==> config.mk <==
export PLATFORM = sky130hd
export DESIGN_NAME = chunked_rca_seq_flat
export DESIGN_NICKNAME = d
export VERILOG_FILES = /design/src/rtl/chunked_rca_seq_if.sv /design/src/rtl/chunked_rca_seq.sv /design/src/flat_wrapper.sv
export SDC_FILE = /design/constraint.sdc
export NUM_CORES = 1
export LEC_CHECK = 0
export ABC_CLOCK_PERIOD_IN_PS = 3950
export CAP_MARGIN = 20
export CORE_UTILIZATION = 45
export CTS_BUF_LIST = sky130_fd_sc_hd__clkbuf_8
export DETAILED_ROUTE_END_ITERATION = 10
export GPL_TIMING_DRIVEN = 0
export PLACE_DENSITY = 0.72
export SLEW_MARGIN = 10
export SYNTH_ARGS = -nofsm -noshare
export SYNTH_HDL_FRONTEND = slang
export SYNTH_SLANG_ARGS = --single-unit
==> constraint.sdc <==
create_clock -name clk -period 3.95 [get_ports clk]
set_clock_uncertainty 0.05 [all_clocks]
set_input_delay 0.5925 -clock clk [delete_from_list [all_inputs] [get_ports clk]]
set_output_delay 0.5925 -clock clk [all_outputs]
set_load 0.02 [all_outputs]
==> src/rtl/chunked_rca_seq_if.sv <==
// chunked_rca_seq_if: operand/result valid-ready bundle for the sliced adder.
interface chunked_rca_seq_if #(parameter int N = 16);
    logic         in_valid;
    logic         in_ready;
    logic [N-1:0] a;
    logic [N-1:0] b;
    logic         cin;
    logic         sub;
    logic         out_valid;
    logic         out_ready;
    logic [N-1:0] sum;
    logic         cout;
    logic         ovf;
    modport master (output in_valid, a, b, cin, sub, out_ready, input in_ready, out_valid, sum, cout, ovf);
    modport slave  (input in_valid, a, b, cin, sub, out_ready, output in_ready, out_valid, sum, cout, ovf);
endinterface

==> src/rtl/chunked_rca_seq.sv <==
// chunked_rca_seq: multi-cycle ripple-carry add/sub, W bits per clock over N-bit operands.
// Optional macro RCA_SAT_EN clamps the result to the signed limit on overflow.
module chunked_rca_seq #(
    parameter int N = 16,
    parameter int W = 4
) (
    input logic clk,
    input logic rst_n,
    chunked_rca_seq_if.slave bus
);
    localparam int K  = N / W;
    localparam int CW = K > 1 ? $clog2(K) : 1;
    typedef enum logic [1:0] {IDLE, RUN, DONE} state_t;
    state_t state, nxt;
    logic [N-1:0] op_a, op_b, sum;
    logic [CW-1:0] cnt;
    logic carry, cout, ovf, last, v;
    logic [W-1:0] sa, sb;
    logic [W:0] slice;
    always_comb begin
        sa    = op_a[cnt*W +: W];
        sb    = op_b[cnt*W +: W];
        slice = {1'b0, sa} + {1'b0, sb} + {{W{1'b0}}, carry};
        last  = cnt == CW'(K - 1);
        // carry into the slice MSB is recovered from its sum bit: s = a ^ b ^ c
        v     = slice[W] ^ slice[W-1] ^ sa[W-1] ^ sb[W-1];
    end
    always_comb begin
        nxt = state;
        case (state)
            IDLE:    nxt = bus.in_valid ? RUN : IDLE;
            RUN:     nxt = last ? DONE : RUN;
            DONE:    nxt = bus.out_ready ? IDLE : DONE;
            default: nxt = IDLE;
        endcase
    end
    always_ff @(posedge clk) begin
        if (!rst_n) begin
            state <= IDLE;
            cnt   <= '0;
            carry <= 1'b0;
            sum   <= '0;
            cout  <= 1'b0;
            ovf   <= 1'b0;
            op_a  <= '0;
            op_b  <= '0;
        end else begin
            state <= nxt;
            if (state == IDLE && bus.in_valid) begin
                op_a  <= bus.a;
                op_b  <= bus.sub ? ~bus.b : bus.b;
                carry <= bus.cin ^ bus.sub;
                cnt   <= '0;
            end else if (state == RUN) begin
                sum[cnt*W +: W] <= slice[W-1:0];
                carry <= slice[W];
                cnt   <= cnt + 1'b1;
                if (last) begin
                    cout <= slice[W];
                    ovf  <= v;
`ifdef RCA_SAT_EN
                    if (v) sum <= op_a[N-1] ? {1'b1, {(N-1){1'b0}}} : {1'b0, {(N-1){1'b1}}};
`endif
                end
            end
        end
    end
    assign bus.in_ready  = state == IDLE;
    assign bus.out_valid = state == DONE;
    assign bus.sum       = sum;
    assign bus.cout      = cout;
    assign bus.ovf       = ovf;
endmodule

==> src/flat_wrapper.sv <==
// flat-port wrapper written by rule: the top's interface ports become plain ports
module chunked_rca_seq_flat 
#(
    parameter int N = 16,
    parameter int W = 4
)
  (clk, rst_n, bus_in_valid, bus_a, bus_b, bus_cin, bus_sub, bus_out_ready, bus_in_ready, bus_out_valid, bus_sum, bus_cout, bus_ovf);
  chunked_rca_seq_if #(.N(N)) bus_i ();
  input logic clk;
  input logic rst_n;
  input wire logic [$bits(bus_i.in_valid)-1:0] bus_in_valid;
  input wire logic [$bits(bus_i.a)-1:0] bus_a;
  input wire logic [$bits(bus_i.b)-1:0] bus_b;
  input wire logic [$bits(bus_i.cin)-1:0] bus_cin;
  input wire logic [$bits(bus_i.sub)-1:0] bus_sub;
  input wire logic [$bits(bus_i.out_ready)-1:0] bus_out_ready;
  output wire logic [$bits(bus_i.in_ready)-1:0] bus_in_ready;
  output wire logic [$bits(bus_i.out_valid)-1:0] bus_out_valid;
  output wire logic [$bits(bus_i.sum)-1:0] bus_sum;
  output wire logic [$bits(bus_i.cout)-1:0] bus_cout;
  output wire logic [$bits(bus_i.ovf)-1:0] bus_ovf;
  assign bus_i.in_valid = bus_in_valid;
  assign bus_i.a = bus_a;
  assign bus_i.b = bus_b;
  assign bus_i.cin = bus_cin;
  assign bus_i.sub = bus_sub;
  assign bus_i.out_ready = bus_out_ready;
  assign bus_in_ready = bus_i.in_ready;
  assign bus_out_valid = bus_i.out_valid;
  assign bus_sum = bus_i.sum;
  assign bus_cout = bus_i.cout;
  assign bus_ovf = bus_i.ovf;
  chunked_rca_seq #(.N(N), .W(W)) u_core (.clk(clk), .rst_n(rst_n), .bus(bus_i));
endmodule
==> flow_summary.toml, run 1 <==
[finish]
fill_cells = 508
nets = 382
multi_input_area_um2 = 1440
area.sequential_um2 = 1100
area.growth.synth_to_final_pct = 27.1
antenna_cells = 0
drive_gt1_frac = 0.0602

[clocking]
post-cts-setup-buffer-count = 0
clk_pin_slew_ns = 0.09
cts_tree = "done"
cts_max_path_buffers = 2
numCtsBuffers = 5
cts_hold_buf = 0
cts_htree_levels = 2
clkSinkCount = 55
cts-root-buf = "clkbuf_8"
worstSkewPairLatency_ns = 0.31
cts_resized = 0

[global_routing]
grt_pass1_vias = 1997
antenna_found_initial = 0
grt_max_degree = 15
track_usage = 0.202
grt_pass1_wl_um = 9600
grt-ovfl-total = 0

[hold_path]
hold_start = "u_core.op_a[0]"
hold_path_class = "register to register"

[timing]
grt_setup_unrepaired = "no"
worst_slew_pin_slew_ns = 0.622
slew_headroom = 0.582
max_freq_mhz = 286
hold_viol_final = 0
min_period_ns = 3.49
finalSetupTns_ns = 0
fin_hold_ws_ns = 0.405
period_share = 0.884
setup_viol_count_final = 0
maxSlewViolCount = 0

[yosys]
synth_flop_cell = "dfxtp_1"
synth_cells = 271
synth_edf_count = 0
synthesis.nets = 320
ys_async_sr_fraction = 0
syn_area_um2 = 2630
ys_ff_latch = 55
yosys-top-cells-area = "dfxtp_1, nand2_1, mux4_2"
synth_top_area_share = 0.419
syn_area_per_cell_um2 = 9.70
yosysTopAreaCell = "dfxtp_1"
yosysUniqueCellTypes = 28
yosys_warnings = 0
seq_area_frac_synth = 0.419

[pwr]
vdd_drop_max_v = 0.000210
power-per-cell-area_nw_per_um2 = 334
p_leak_nw = 1.38

[setup_path]
cp-start-kind = "register"
cp.required_ns = 4.14
crit_arrival_ns = 3.69
crit_start = "u_core.cnt[0]"
setup.worst_path.end_class = "register"
path_class = "register to register"
r2r_start = "u_core.cnt[0]"
cp_max_fo = 10

[route]
first_pass_iters = 4
antenna_left = 0
vias_per_cell = 5.17
vias = 2088
first_iter_violations = 84
drc = 0
drt-total-wl_um = 5670
wl_per_cell_um = 14.0

[floorplan]
start_util = 0.471
coreArea_um2 = 5570
die_x_um = 78.4
io_pins = 58
fp.dieH_um = 78.4
rows = 27
die-area_um2 = 6150

[placement]
gp_congestion = 0.763
hpwl_um = 4180
io_buffers = 55

[flow_run]
cap_violations = 0

[status]
status = "completed"
-- final cells by class --
cell class / instances / share of cell area
Inverter: 3 / 0.00337
Timing Repair Buffer: 55 / 0.165
Clock inverter: 1 / 0.00112
Clock buffer: 5 / 0.0206
Sequential cell: 55 / 0.330
Tap cell: 72 / 0.0270
Multi-Input combinational cell: 195 / 0.431
Buffer: 18 / 0.0225
-- kinds of logic after synthesis --
family | Yosys count | share of synthesized area
simple gates | 94 | 0.159
compound gates | 59 | 0.180
flops | 55 | 0.419
xor+xnor | 22 | 0.0786
buf+inv | 21 | 0.0329
fa+ha+maj | 11 | 0.0581
mux | 9 | 0.0724
-- worst max-delay path: stages (launching register included) --
cell and delay (ns):
dfxtp_1 0.50, buf_2 0.38, mux4_2 0.58, fa_1 0.44, fa_1 0.43, a21o_1 0.18, a21oi_1 0.29, xnor3_1 0.29
xnor2_1 0.14, a21oi_1 0.16
-- state kept, by name, summed over array words and instances, names as in the netlist --
| signal | flops |
|---|---|
| u_core.bus.cout | 1 |
| u_core.bus.ovf | 1 |
| u_core.bus.sum | 16 |
| u_core.carry | 1 |
| u_core.cnt | 2 |
| u_core.op_a | 16 |
| u_core.op_b | 16 |
| u_core.state | 2 |
-- cell usage after synthesis, drive strengths merged, types with 3 or more instances --
cell,n
nor2b,20
nand2,59
a21boi,16
xnor2,20
a22oi,16
buf,6
dfxtp,55
nor3,3
o211a,17
ha,9
clkbuf,12
nor2,8
a21oi,4
inv,3
mux4,8
-- cell usage in the layout (no fill, tap or decap) --
cell type and instances:
a211oi_1 1, a21boi_1 16, a21o_1 2, a21oi_1 4
a22oi_1 16, and2_1 1, buf_2 6, clkbuf_1 12
clkbuf_8 5, clkdlybuf4s50_1 55, dfxtp_1 55, fa_1 2
ha_1 9, inv_1 3, inv_2 1, mux2i_1 1
mux4_2 8, nand2_1 59, nand2b_1 1, nor2_1 8
nor2b_1 20, nor3_1 3, nor3b_1 1, nor4_1 1
o211a_1 17, o21a_1 2, o21ai_0 1, xnor2_1 20
xnor3_1 1, xor2_1 1
-- worst paths after layout --
check / slack, ns / to / cells past startpoint
min: 0.41 / u_core.op_a[0] / 2
max reg2reg: 0.46 / u_core.bus.ovf / 9
min reg2reg: 0.41 / u_core.op_a[0] / 2
max: 0.46 / u_core.bus.ovf / 9
-- where the power goes --
group	internal, W	switching (W)
sequential	0.000584	0.0000169
clock	0.000116	0.000169
combinational	0.000119	0.000112
-- stage by stage --
step           setup slack, ns  area (µm²)  power, W  utilization  cells
3_5_place_dp             0.476        3270  0.000846        0.586    398
6_report                 0.458        3340   0.00112        0.599    404
2_1_floorplan            0.845        2630  0.000757            -    271
4_1_cts                  0.450        3340   0.00112        0.599    404
3_3_place_gp             0.478        3270  0.000841        0.586    398
5_1_grt                  0.263        3340   0.00117        0.599    404
-- metal layers --
metal,wire length (µm),GRT usage,vias to the layer above
li1,-,-,1050
met1,2650,0.270,986
met2,2780,0.332,44
met3,160,0.0279,8
met4,72,0.0741,0
met5,0,0,-
Power figures use the tool's default switching activity.
==> run 2, diff against run 1 <==
Settings changed: DONT_BUFFER_PORTS set to 1, PLACE_DENSITY 0.72 to not set.
==> run 2 against run 1 <==
Against the previous run: register-to-register slack barely moved; clock power rose by 35%; combinational power fell by 20%; non-clock buffer count fell by 55; hold slack got worse by 0.057 ns; routed wire length fell by 0.14%; global-route usage fell by 0.47 points; cell count fell by 13%; highest routed layer unchanged.
==> flow_summary.toml, run 2 (synthesized netlist as in run 1, its figures left out) <==
[hold_path]
hold_path_class = "input port to register"
holdPathStages = 2
hold_end = "u_core.op_a[12]"
hold_start = "bus_a[12]"

[route]
first_pass_iters = 6
drc = 0
vias = 1894
vias_per_cell = 5.40
wl_per_cell_um = 16.1
drt-total-wl_um = 5660
first_iter_violations = 90
antenna_left = 0

[placement]
post-place-cells = 343
io_buffers = 0
gp_congestion = 0.786
hpwl_um = 4070
place_ws_ns = 0.442

[setup_path]
cp-start-kind = "register"
r2r_start = "u_core.cnt[0]"
r2r_setup_slack_ns = 0.46
crit_buf_inv = 1
max_stage_delay_ns = 0.58
cp_max_fo = 10
rr_worst_depth = 9
setup.worst_path.end_class = "register"
reg2reg_to = "u_core.bus.ovf"
cp.required_ns = 4.14
critical-path-top-delay-family = "adder cells"
path_cells = "buf_2 > mux4_2 > fa_1 > fa_1 > a21o_1 > a21oi_1 > xnor3_1 > xnor2_1 > a21oi_1"
crit_slowest_cell = "mux4_2"
crit_arrival_ns = 3.68
path_class = "register to register"

[timing]
period_share = 0.884
setup_viol_count_final = 0
min_period_ns = 3.49
worst_slew_pin_slew_ns = 0.666
slew_headroom = 0.552
max_freq_mhz = 286
hold_viol_final = 0
finalSetupTns_ns = 0
layout_setup_ws_ns = 0.458
grt_setup_unrepaired = "no"
fin_hold_ws_ns = 0.348
maxSlewViolCount = 0

[clocking]
cts_htree_levels = 2
cts_max_path_buffers = 2
clkSinkCount = 55
worstSkewPairLatency_ns = 0.31
cts_hold_buf = 0
clk_pin_slew_ns = 0.11
cts_resized = 0
cts_tree = "done"
post-cts-setup-buffer-count = 0
cts-root-buf = "clkbuf_8"
numCtsBuffers = 5

[finish]
biggestRegsByFlops = "u_core.bus.sum: 16 flops, u_core.op_a: 16 flops, u_core.op_b: 16 flops"
layout_common_cells = "nand2_1, dfxtp_1, nor2b_1, xnor2_1, o211a_1"
antenna_cells = 0
layout_commonest_cell = "nand2_1"
area.growth.synth_to_final_pct = 7.86
nets = 327
drive_gt1_frac = 0.0824
layout.cells.non_filler = 351

[floorplan]
io_pins = 58
coreArea_um2 = 5570
die-area_um2 = 6150
rows = 27
start_util = 0.471
fp.dieH_um = 78.4
die_x_um = 78.4

[status]
status = "completed"

[global_routing]
track_usage = 0.197
grt_pass1_vias = 1871
grt-ovfl-total = 0
grt_max_degree = 19
antenna_found_initial = 0
grt_pass1_wl_um = 9150

[pwr]
power-per-cell-area_nw_per_um2 = 414
p_leak_nw = 1.19
total_power_w = 0.00117
vdd_drop_max_v = 0.000239

[flow_run]
cap_violations = 0
==> run 2: report_power, final <==
group          internal [W]  switching, W
Combinational     0.0000832      0.000101
Sequential         0.000584     0.0000209
Clock              0.000192      0.000192
Total              0.000859      0.000314
==> run 2: layer usage <==
layer	share of wire	routed length [µm]	global-route usage
met5	0	0	0
met4	0.010	59	0.0556
met3	0.037	212	0.0500
met2	0.47	2660	0.322
met1	0.48	2730	0.258
==> run 2: how the worst max path moves through the flow <==
| stage | slack (ns) | from | to | cells after the start |
|---|---|---|---|---|
| 6_report | 0.46 | u_core.cnt[0] | u_core.bus.ovf | 9 |
| 5_1_grt | 0.23 | u_core.cnt[0] | u_core.bus.ovf | 9 |
| 4_1_cts | 0.43 | u_core.cnt[0] | u_core.bus.ovf | 9 |
| 3_5_place_dp | 0.44 | u_core.cnt[0] | u_core.bus.ovf | 9 |
| 3_3_place_gp | 0.47 | u_core.cnt[0] | u_core.bus.ovf | 9 |
| 2_1_floorplan | 0.84 | u_core.cnt[0] | u_core.bus.ovf | 9 |
==> run 2: cell type report <==
type                    count  area, µm²
fillers                   553       2740
multi-input cells         195       1440
plain buffers              18       75.1
flip-flops and latches     55       1100
inverters                   3       11.3
clock buffers               5       68.8
well taps                  72       90.1
clock inverters             3       47.5
==> run 2: worst reg2reg max path, delay by kind of cell (launching register included) <==
kind,cells,cell delay [ns]
buffers and inverters,1,0.38
AO/OA/AOI/OAI,3,0.60
XOR/XNOR,2,0.41
adder cells (fa/ha/maj),2,0.86
multiplexers,1,0.59
flip-flops,1,0.53
==> run 2: metrics by stage <==
step                utilization  instance area, µm²
floorplan                     -                2630
global placement          0.488                2720
detailed placement        0.488                2720
CTS                       0.508                2830
global route              0.508                2830
finish                    0.508                2830
